==> src/rtl/aes_shift_rows_pipe.sv <==
// Registered AES ShiftRows/InvShiftRows with a 2-entry skid buffer, NB = 4/6/8.
// Optional per-byte parity ports are enabled by defining AES_SHIFT_ROWS_PARITY_EN.
module aes_shift_rows_pipe #(
    parameter int NB = 4
) (
    input  logic              clk,
    input  logic              rst_n,
    input  logic              flush,
`ifdef AES_SHIFT_ROWS_PARITY_EN
    input  logic [NB*4-1:0]   in_par,
    output logic [NB*4-1:0]   out_par,
    output logic              par_err,
`endif
    input  logic              in_valid,
    output logic              in_ready,
    input  logic [32*NB-1:0]  in_data,
    input  logic              in_inv,
    output logic              out_valid,
    input  logic              out_ready,
    output logic [32*NB-1:0]  out_data,
    output logic              out_inv
);

    localparam int W  = 32 * NB;
    localparam int NP = NB * 4;

    if (!(NB == 4 || NB == 6 || NB == 8)) begin : g_bad_nb
        $error("aes_shift_rows_pipe: NB must be 4, 6 or 8");
    end

    function automatic int row_off(input int r);
        if (r == 0) return 0;
        if (r == 1) return 1;
        if (NB == 8) return r + 1;
        return r;
    endfunction

    typedef struct packed {
        logic [W-1:0]  data;
        logic          inv;
`ifdef AES_SHIFT_ROWS_PARITY_EN
        logic [NP-1:0] par;
`endif
    } beat_t;

    typedef enum logic [1:0] {
        EMPTY,
        ONE,
        FULL
    } state_t;

    logic [W-1:0]  fwd_data;
    logic [W-1:0]  inv_data;
`ifdef AES_SHIFT_ROWS_PARITY_EN
    logic [NP-1:0] fwd_par;
    logic [NP-1:0] inv_par;
    logic [NP-1:0] par_bad;
`endif

    // Byte k = 4c+r sits at the MSB end; row r rotates by its own offset.
    for (genvar c = 0; c < NB; c++) begin : g_col
        for (genvar r = 0; r < 4; r++) begin : g_row
            localparam int K  = 4 * c + r;
            localparam int KF = 4 * ((c + row_off(r)) % NB) + r;
            localparam int KI = 4 * ((c - row_off(r) + NB) % NB) + r;
            assign fwd_data[W-1-8*K -: 8] = in_data[W-1-8*KF -: 8];
            assign inv_data[W-1-8*K -: 8] = in_data[W-1-8*KI -: 8];
`ifdef AES_SHIFT_ROWS_PARITY_EN
            assign fwd_par[NP-1-K] = in_par[NP-1-KF];
            assign inv_par[NP-1-K] = in_par[NP-1-KI];
            assign par_bad[K] = (^in_data[W-1-8*K -: 8]) ^ in_par[NP-1-K];
`endif
        end
    end

    beat_t  in_beat;
    beat_t  main_q, main_d;
    beat_t  skid_q, skid_d;
    state_t state_q, state_d;
    logic   in_ready_q, in_ready_d;
    logic   out_valid_q, out_valid_d;
    logic   acc, emit;
`ifdef AES_SHIFT_ROWS_PARITY_EN
    logic   par_err_q, par_err_d;
`endif

    always_comb begin
        in_beat      = '0;
        in_beat.data = in_inv ? inv_data : fwd_data;
        in_beat.inv  = in_inv;
`ifdef AES_SHIFT_ROWS_PARITY_EN
        in_beat.par  = in_inv ? inv_par : fwd_par;
`endif
    end

    assign acc  = in_valid && in_ready_q;
    assign emit = out_valid_q && out_ready;

    always_comb begin
        state_d = state_q;
        main_d  = main_q;
        skid_d  = skid_q;
        if (flush) begin
            state_d = EMPTY;
        end else begin
            unique case (state_q)
                EMPTY: begin
                    if (acc) begin
                        main_d  = in_beat;
                        state_d = ONE;
                    end
                end
                ONE: begin
                    if (acc && emit) begin
                        main_d = in_beat;
                    end else if (acc) begin
                        skid_d  = in_beat;
                        state_d = FULL;
                    end else if (emit) begin
                        state_d = EMPTY;
                    end
                end
                FULL: begin
                    if (emit) begin
                        main_d  = skid_q;
                        state_d = ONE;
                    end
                end
                default: state_d = EMPTY;
            endcase
        end
        in_ready_d  = (state_d != FULL);
        out_valid_d = (state_d != EMPTY);
    end

`ifdef AES_SHIFT_ROWS_PARITY_EN
    assign par_err_d = acc && (|par_bad);
`endif

    always_ff @(posedge clk or negedge rst_n) begin
        if (!rst_n) begin
            state_q     <= EMPTY;
            main_q      <= '0;
            skid_q      <= '0;
            in_ready_q  <= 1'b0;
            out_valid_q <= 1'b0;
`ifdef AES_SHIFT_ROWS_PARITY_EN
            par_err_q   <= 1'b0;
`endif
        end else begin
            state_q     <= state_d;
            main_q      <= main_d;
            skid_q      <= skid_d;
            in_ready_q  <= in_ready_d;
            out_valid_q <= out_valid_d;
`ifdef AES_SHIFT_ROWS_PARITY_EN
            par_err_q   <= par_err_d;
`endif
        end
    end

    assign in_ready  = in_ready_q;
    assign out_valid = out_valid_q;
    assign out_data  = main_q.data;
    assign out_inv   = main_q.inv;
`ifdef AES_SHIFT_ROWS_PARITY_EN
    assign out_par   = main_q.par;
    assign par_err   = par_err_q;
`endif

endmodule

==> config.mk <==
export PLATFORM = sky130hd
export DESIGN_NAME = aes_shift_rows_pipe
export DESIGN_NICKNAME = d
export VERILOG_FILES = /design/src/rtl/aes_shift_rows_pipe.sv
export SDC_FILE = /design/constraint.sdc
export NUM_CORES = 1
export LEC_CHECK = 0
export ABC_AREA = 1
export BUFFER_PORTS_ARGS = -buffer_cell sky130_fd_sc_hd__buf_2
export CELL_PAD_IN_SITES_DETAIL_PLACEMENT = 1
export CELL_PAD_IN_SITES_GLOBAL_PLACEMENT = 1
export CORE_MARGIN = 10
export CORE_UTILIZATION = 40
export DETAILED_ROUTE_END_ITERATION = 12
export PLACE_DENSITY_LB_ADDON = 0.3
export SYNTH_ARGS = -nofsm -noshare
export SYNTH_HDL_FRONTEND = slang
export SYNTH_SLANG_ARGS = --single-unit
==> constraint.sdc <==
create_clock -name clk -period 2.3 [get_ports clk]
set_clock_uncertainty 0.2 [all_clocks]
set_input_delay 0.46 -clock clk [delete_from_list [all_inputs] [get_ports clk]]
set_output_delay 0.46 -clock clk [all_outputs]
set_load 0.02 [all_outputs]
==> metrics, run 1 <==
status finished clean; number of global-route vias before repair approximately 14k; clk_lat worst skew 0.56 ns; fin cells 2586; Crit Path Max Fanout between 60 and 70; worst min path class in -> reg; Final min period 2.10 ns; Max Cap Violations 0; Hold Path Origin in_data[26]; Slew @ Worst Pin ~0.44 ns; 1st-iter DRT viols roughly 650; Post-DRT Antenna Nets 0; CP Data Arrival Time 2.40 ns; final count of hold timing violations 0; drt via density 5.05; Setup CP Type reg -> reg; period utilization about nine tenths; maximum clock rate 0.475 GHz; RSZ-0062 raised after global routing no; Critical Path RT 2.60 ns; post-synthesis cell area ~14000 µm²; pin count of the biggest net entering global routing 96; GPL Wtd Cong 0.775; Global Route Usage Sum 22.0%; syn nets 1974; Synth top area share 47.9%; Final setup viols 0; area leader, netlist dfrtp_1; final net count 2247; I/O pins roughly 270; Setup crit start kind flop; register area share after synthesis 47.9%; Critical Path Sink Type flop; Final WS setup 0.197 ns; max_slew headroom 71.0%; Post-Place Setup Slack around 0.04 ns; PD cells 1170 nW/µm²; floorplan core area 33600 µm²; Fin Setup TNS 0 ns; Mapped Cells 1840; synth warn 0; CTS tree yes; initial core utilization 40.7%; drt wl/cell between 15 and 20 µm; fraction of layout cells with a size suffix above 1 17.1%; clock sink total 262; DIE AREA 42000 µm²; Critical Path Source state_q[1]; cts bufs inserted 31; initial antenna violation count 3; die height between 200 and 250 µm; Placed Cells incl. Taps 2464; HPWL Detailed 30400 µm; peak supply drop 703 µV; DR vias approximately 13k; cell row count 67; Seq cells post-synth 262; total power just over 20 mW; largest cells by area after synthesis dfrtp_1 48%, nand2_1 18%, inv_1 7.2%; CTS H-tree depth 1; Synth Area per Inst 7.44 µm²; total grt overflow 0; count of different cell masters after synthesis 20; IO Port Bufs 264; area grow syn2layout 26.1%; CTS Buffer Depth 3; post-placement cell area around 15000 µm²; fin. max-slew vios 0; clock root buffer master clkbuf_16; Post-Route WL 46600 µm; first-pass GRT wire length about 76000 µm; CTS clk-pin slew, worst paths 0.06 ns; FF-to-FF Start state_q[1]; Initial DRT Pass Iterations 4; chip width 205 µm; cell area after layout 17300 µm²; DR DRC count 0; LEAKAGE 9.64 nW
-- worst paths after layout --
path	to	slack, ns	depth (start not counted)
setup / recovery	out_data[120]	0.20	8
hold / removal	skid_q[27]	0.04	3
setup reg to reg	out_data[120]	0.20	8
hold reg to reg	skid_q[36]	0.28	2
max in group asynchronous	out_data[98]	1.07	3
min in group asynchronous	out_data[61]	0.19	2
-- per-stage QoR --
step | util [%] | hold slack, ns
global route | 51.4 | 0.0227
finish | 51.4 | 0.0395
global placement | 46.1 | 0.196
floorplan | - | -0.0356
CTS | 51.3 | 0.00652
detailed placement | 46.1 | 0.201
-- metal layers --
layer / vias up / track usage, % / wire length, µm
li1: 6259 / - / -
met1: 6478 / 27.6 / 20200
met2: 269 / 38.1 / 22900
met3: 65 / 4.17 / 2480
met4: 0 / 5.83 / 1000
met5: - / 0 / 0
-- Yosys cell counts, drive strengths merged --
| master | number |
|---|---|
| a21oi | 1 |
| buf | 107 |
| clkbuf | 18 |
| clkinv | 1 |
| dfrtp | 262 |
| inv | 266 |
| nand2 | 656 |
| nand3 | 197 |
| nor2 | 7 |
| o21ai | 196 |
| o21bai | 129 |
-- area by class of cell --
class	count	area [µm²]
Clock inverter	12	214
Antenna cell	3	7.51
Multi-Input combinational cell	1186	5490
Sequential cell	262	6560
Clock buffer	43	901
Timing Repair Buffer	365	2520
Inverter	267	1010
Tap cell	448	561
Fill cell	4209	16400
-- sequential cells by signal, indices dropped and copies added, names as in the netlist --
register / cells
skid_q: 129
out_data: 128
state_q: 2
in_ready: 1
out_inv: 1
out_valid: 1
-- power by group --
part           internal [mW]  total (mW)  switching, mW
clock network           3.38        5.40           2.02
logic                   2.53        6.91           4.38
registers               6.70        7.95           1.25
-- worst max-delay path, cell delays in order (launching register included) --
cell and delay, ns:
dfrtp_1 0.52, inv_2 0.11, nor2_4 0.11, buf_4 0.26, buf_12 0.30, nand2_1 0.12
o21ai_0 0.13, nand3_1 0.13, nand2_1 0.10
-- logic make-up (layout without fill, tap and decap cells) --
group	Yosys count	count (layout)	share of synthesized area (%)
AND/OR/NAND/NOR	860	860	25.6
buffers and inverters	392	687	12.3
AO/OA/AOI/OAI	326	326	14.3
flip-flops	262	262	47.9
other	0	3	0
-- cells in the final DEF (no fill, tap or decap) --
cell           synthesis  final
a21oi_1                1      1
buf_12                 0     22
buf_2                 81    263
buf_4                  5     15
buf_8                  0      1
bufinv_16              0      6
clkbuf_1              18      4
clkbuf_16              0     31
clkbuf_8               0      8
clkinv_2               0      5
clkinvlp_4             0      1
dfrtp_1              262    262
diode_2                0      3
dlygate4sd3_1          0     64
inv_1                263    262
inv_2                  3      3
inv_4                  0      1
inv_6                  0      1
nand2_1              654    653
nand2_2                2      2
nand2_4                0      1
nand3_1              196    195
nand3_4                0      2
nor2_1                 3      3
nor2_2                 3      1
nor2_4                 1      3
o21ai_0              118    118
o21ai_1               78     78
o21bai_1             129    129
-- repair_timing --
action                     CTS  global route
hold endpoints to repair   222             0
resized for setup            0             1
setup buffers                0             0
hold buffers                64             0
setup endpoints to repair    0            13
Power figures use the tool's default switching activity.
==> inputs of run 2 (changes only) <==
--- a/config.mk
+++ b/config.mk
@@ -5,13 +5,13 @@
 export SDC_FILE = /design/constraint.sdc
 export NUM_CORES = 1
 export LEC_CHECK = 0
-export ABC_AREA = 1
-export BUFFER_PORTS_ARGS = -buffer_cell sky130_fd_sc_hd__buf_2
+export ABC_AREA = 0
 export CELL_PAD_IN_SITES_DETAIL_PLACEMENT = 1
 export CELL_PAD_IN_SITES_GLOBAL_PLACEMENT = 1
 export CORE_MARGIN = 10
 export CORE_UTILIZATION = 40
 export DETAILED_ROUTE_END_ITERATION = 12
+export DONT_BUFFER_PORTS = 1
 export PLACE_DENSITY_LB_ADDON = 0.3
 export SYNTH_ARGS = -nofsm -noshare
 export SYNTH_HDL_FRONTEND = slang
==> run 2 against run 1 <==
  * The run now ends with negative hold slack left
  * Sequential share of layout area increased by 5.3 points
  * Utilization decreased by 0.19 points
  * Combinational power decreased by 60%
  * Register-to-register slack got worse by 0.05 ns
  * First-iteration DRC count decreased by 70%
  * Final cell count decreased by 47%
  * Clock-buffer cell count increased by 1
  * Global-route usage decreased by 5.4 points
  * Critical endpoint is now out_data[44]
==> metrics, run 2 <==
post-synthesis cell area 12000 µm² (-12%); Biggest register skid_q; die height 193 µm (-5.7%); DIE AREA 37400 µm² (-11%); Post-DRT Antenna Nets 0 (unchanged); Seq cells post-synth 262 (unchanged); clock sink total 262 (unchanged); Post-Synth XOR/XNOR Area 0% (unchanged); Fin Setup TNS 0 ns (unchanged); fin. max-slew vios 0 (unchanged); DR vias 7032 (-46%); drt wl/cell 23.7 µm (+32%); initial antenna violation count 5 (+2); Sw Ratio 31.9% (-5.9 points); Sequential Power Share 54.1% (+15 points); failing checks negative hold slack; Crit Path Max Fanout 43 (-33%); cell row count 63 (-6.0%); clock root buffer master clkbuf_16; first-pass GRT wire length 51000 µm (-33%); Gate power share 16.5% (-18 points); Mapped Cells 779 (-58%); Post-Synth Simple-Gate Area 0.312% (-25 points); synth cell count leaders 262 x dfrtp_1, 239 x mux2_1, 212 x mux2_2, 28 x buf_2, 12 x buf_4; RSZ-0062 raised after global routing no; Fill cells 2814 (-33%); CTS H-tree depth 1 (unchanged); number of global-route vias before repair 8298 (-42%); initial core utilization 40.5% (-0.19 points); 1st-iter DRT viols 198 (-70%); LEAKAGE 6.37 nW (-34%); count of different cell masters after synthesis 19 (-5.0%); period utilization 93.6% (+2.1 points); Critical Path Sink Type flop; peak supply drop 524 µV (-26%); top-count cell post-synth dfrtp_1; proportion of synthesized area in mux cells 42.3% (+42 points); CP Data Arrival Time 2.37 ns (-0.03 ns); maximum clock rate 0.465 GHz (-2.3%); clk_lat worst skew 0.54 ns (-0.02 ns); DR DRC count 0 (unchanged); Critical Path RT 2.52 ns (-0.08 ns); Post-CTS Setup Repair Bufs 0 (unchanged); CTS tree yes; Global Route Usage Sum 16.7% (-5.4 points); floorplan core area 29600 µm² (-12%); synth warn 0 (unchanged); CTS Buffer Depth 3 (unchanged); drt via density 5.18 (+2.4%); P_sw 5.31 mW (-31%); Largest register FFs 129 (unchanged); Post-Route WL 32200 µm (-31%); area grow syn2layout 26.2% (about the same); max_slew headroom 17.3% (-54 points); cts bufs inserted 30 (-3.2%); CTS clk-pin slew, worst paths 0.06 ns (about the same); I/O pins 265 (unchanged); IO Port Bufs 0 (-100%); HPWL Detailed 20000 µm (-34%); Synth Area per Inst 15.4 µm² (+110%); Max Cap Violations 0 (unchanged); final count of hold timing violations 262 (+262); most common cell after layout, fill and taps aside dfrtp_1; share of flip-flops with an asynchronous set or reset 100% (unchanged); register area share after synthesis 54.6% (+6.7 points); chip width 193 µm (-5.7%); Final min period 2.15 ns (+0.0494 ns); Clk pwr share 29.4% (+2.8 points); Pint 11.3 mW (-10%); GPL Wtd Cong 0.735 (-5.2%); Final WS setup 0.147 ns (-0.0494 ns); post-synthesis adder-cell area fraction 0% (unchanged); total grt overflow 0 (unchanged); most frequently used flop master after synthesis dfrtp_1; pin count of the biggest net entering global routing 263 (+170%); PD cells 1100 nW/µm² (-6.4%); area leader, netlist dfrtp_1; most frequent cells in the layout 262 x dfrtp_1, 239 x mux2_1, 212 x mux2_2; Initial DRT Pass Iterations 3 (-1); Setup crit start kind flop; main combinational cell family by area after synthesis multiplexers; largest cells by area after synthesis dfrtp_1 55%, mux2_1 22%, mux2_2 20%; Synth top area share 54.6% (+6.7 points); Final setup viols 0 (unchanged); status finished, violations left; Synth Area in Compound Gates 0.625% (-14 points); Post-synth EDFFs 0 (unchanged); Setup CP Type reg -> reg; Hold Worst Slack -0.573 ns (-0.612 ns); Slew @ Worst Pin 1.24 ns (+0.805 ns); fraction of layout cells with a size suffix above 1 29.5% (+12 points); final net count 1073 (-52%); worst min path class in -> async; hold_buf cts 160 (+150%); syn nets 913 (-54%); Post-Place Setup Slack 0.0598 ns (+0.0191 ns)
## run 2: metal layers
| metal | up-vias | routed length, µm | global-route usage, % | share of wire (%) |
|---|---|---|---|---|
| li1 | 3153 | - | - | - |
| met4 | 0 | 515 | 3.75 | 1.6 |
| met5 | - | 0 | 0 | 0 |
| met1 | 3668 | 12500 | 18.3 | 39 |
| met3 | 36 | 2660 | 6.31 | 8.2 |
| met2 | 175 | 16500 | 29.7 | 51 |
## run 2: timing repair
item / 4_1_cts / 5_1_grt
hold endpoints to repair: 455 / 262
endpoints found under the setup margin: 0 / 124
gates resized for setup: 0 / 1
## run 2: final timing paths
kind,end,from,cells after the start,slack [ns]
setup / recovery,out_data[44],state_q[1],5,0.15
hold / removal,out_data[56],rst_n,0,-0.57
setup reg to reg,out_data[44],state_q[1],5,0.15
hold reg to reg,skid_q[43],skid_q[43],1,0.28
max in group asynchronous,skid_q[3],rst_n,0,1.47
min in group clk,skid_q[84],in_data[51],2,0.03
## run 2: cell families (layout without fill, tap and decap cells)
family	count (synthesis)	count (layout)
mux	451	451
flops	262	262
buf+inv	50	234
compound gates	10	10
simple gates	6	6
other cells	0	5
## run 2: power groups by stage
stage / clock, mW / combinational, mW / sequential [mW]
floorplan: 0 / 2.07 / 8.45
global placement: 0 / 2.27 / 8.95
detailed placement: 0 / 2.48 / 9.09
CTS: 5.03 / 2.77 / 9.03
global route: 5.28 / 3.04 / 9.30
finish: 4.90 / 2.75 / 9.01
## run 2: worst max-delay path, cell delays in order (launching register included)
cell and delay [ns]:
dfrtp_1 0.43, buf_4 0.19, nor2b_4 0.21, buf_12 0.28
mux2_2 0.38, mux2_1 0.29
## run 2: through the flow
step	cells	cell area [µm²]	hold WS (ns)	util, %	total power [mW]
floorplan	779	12000	-0.0356	-	10.5
global placement	1137	12500	-0.0235	42.2	11.2
detailed placement	1137	12500	-0.0252	42.2	11.6
CTS	1353	15100	-0.609	51.1	16.8
global route	1357	15200	-0.610	51.2	17.6
finish	1358	15200	-0.573	51.2	16.7
## run 2: area by class of cell
| type | instances | area [µm²] | share of cell area [%] |
|---|---|---|---|
| sequential | 262 | 6560 | 43.2 |
| multi-input combinational | 467 | 5230 | 34.5 |
| timing repair buffer | 177 | 1840 | 12.2 |
| clock buffer | 44 | 895 | 5.90 |
| tap | 390 | 488 | 3.22 |
| clock inverter | 12 | 139 | 0.916 |
| antenna | 5 | 12.5 | 0.0825 |
| inverter | 1 | 3.75 | 0.0248 |
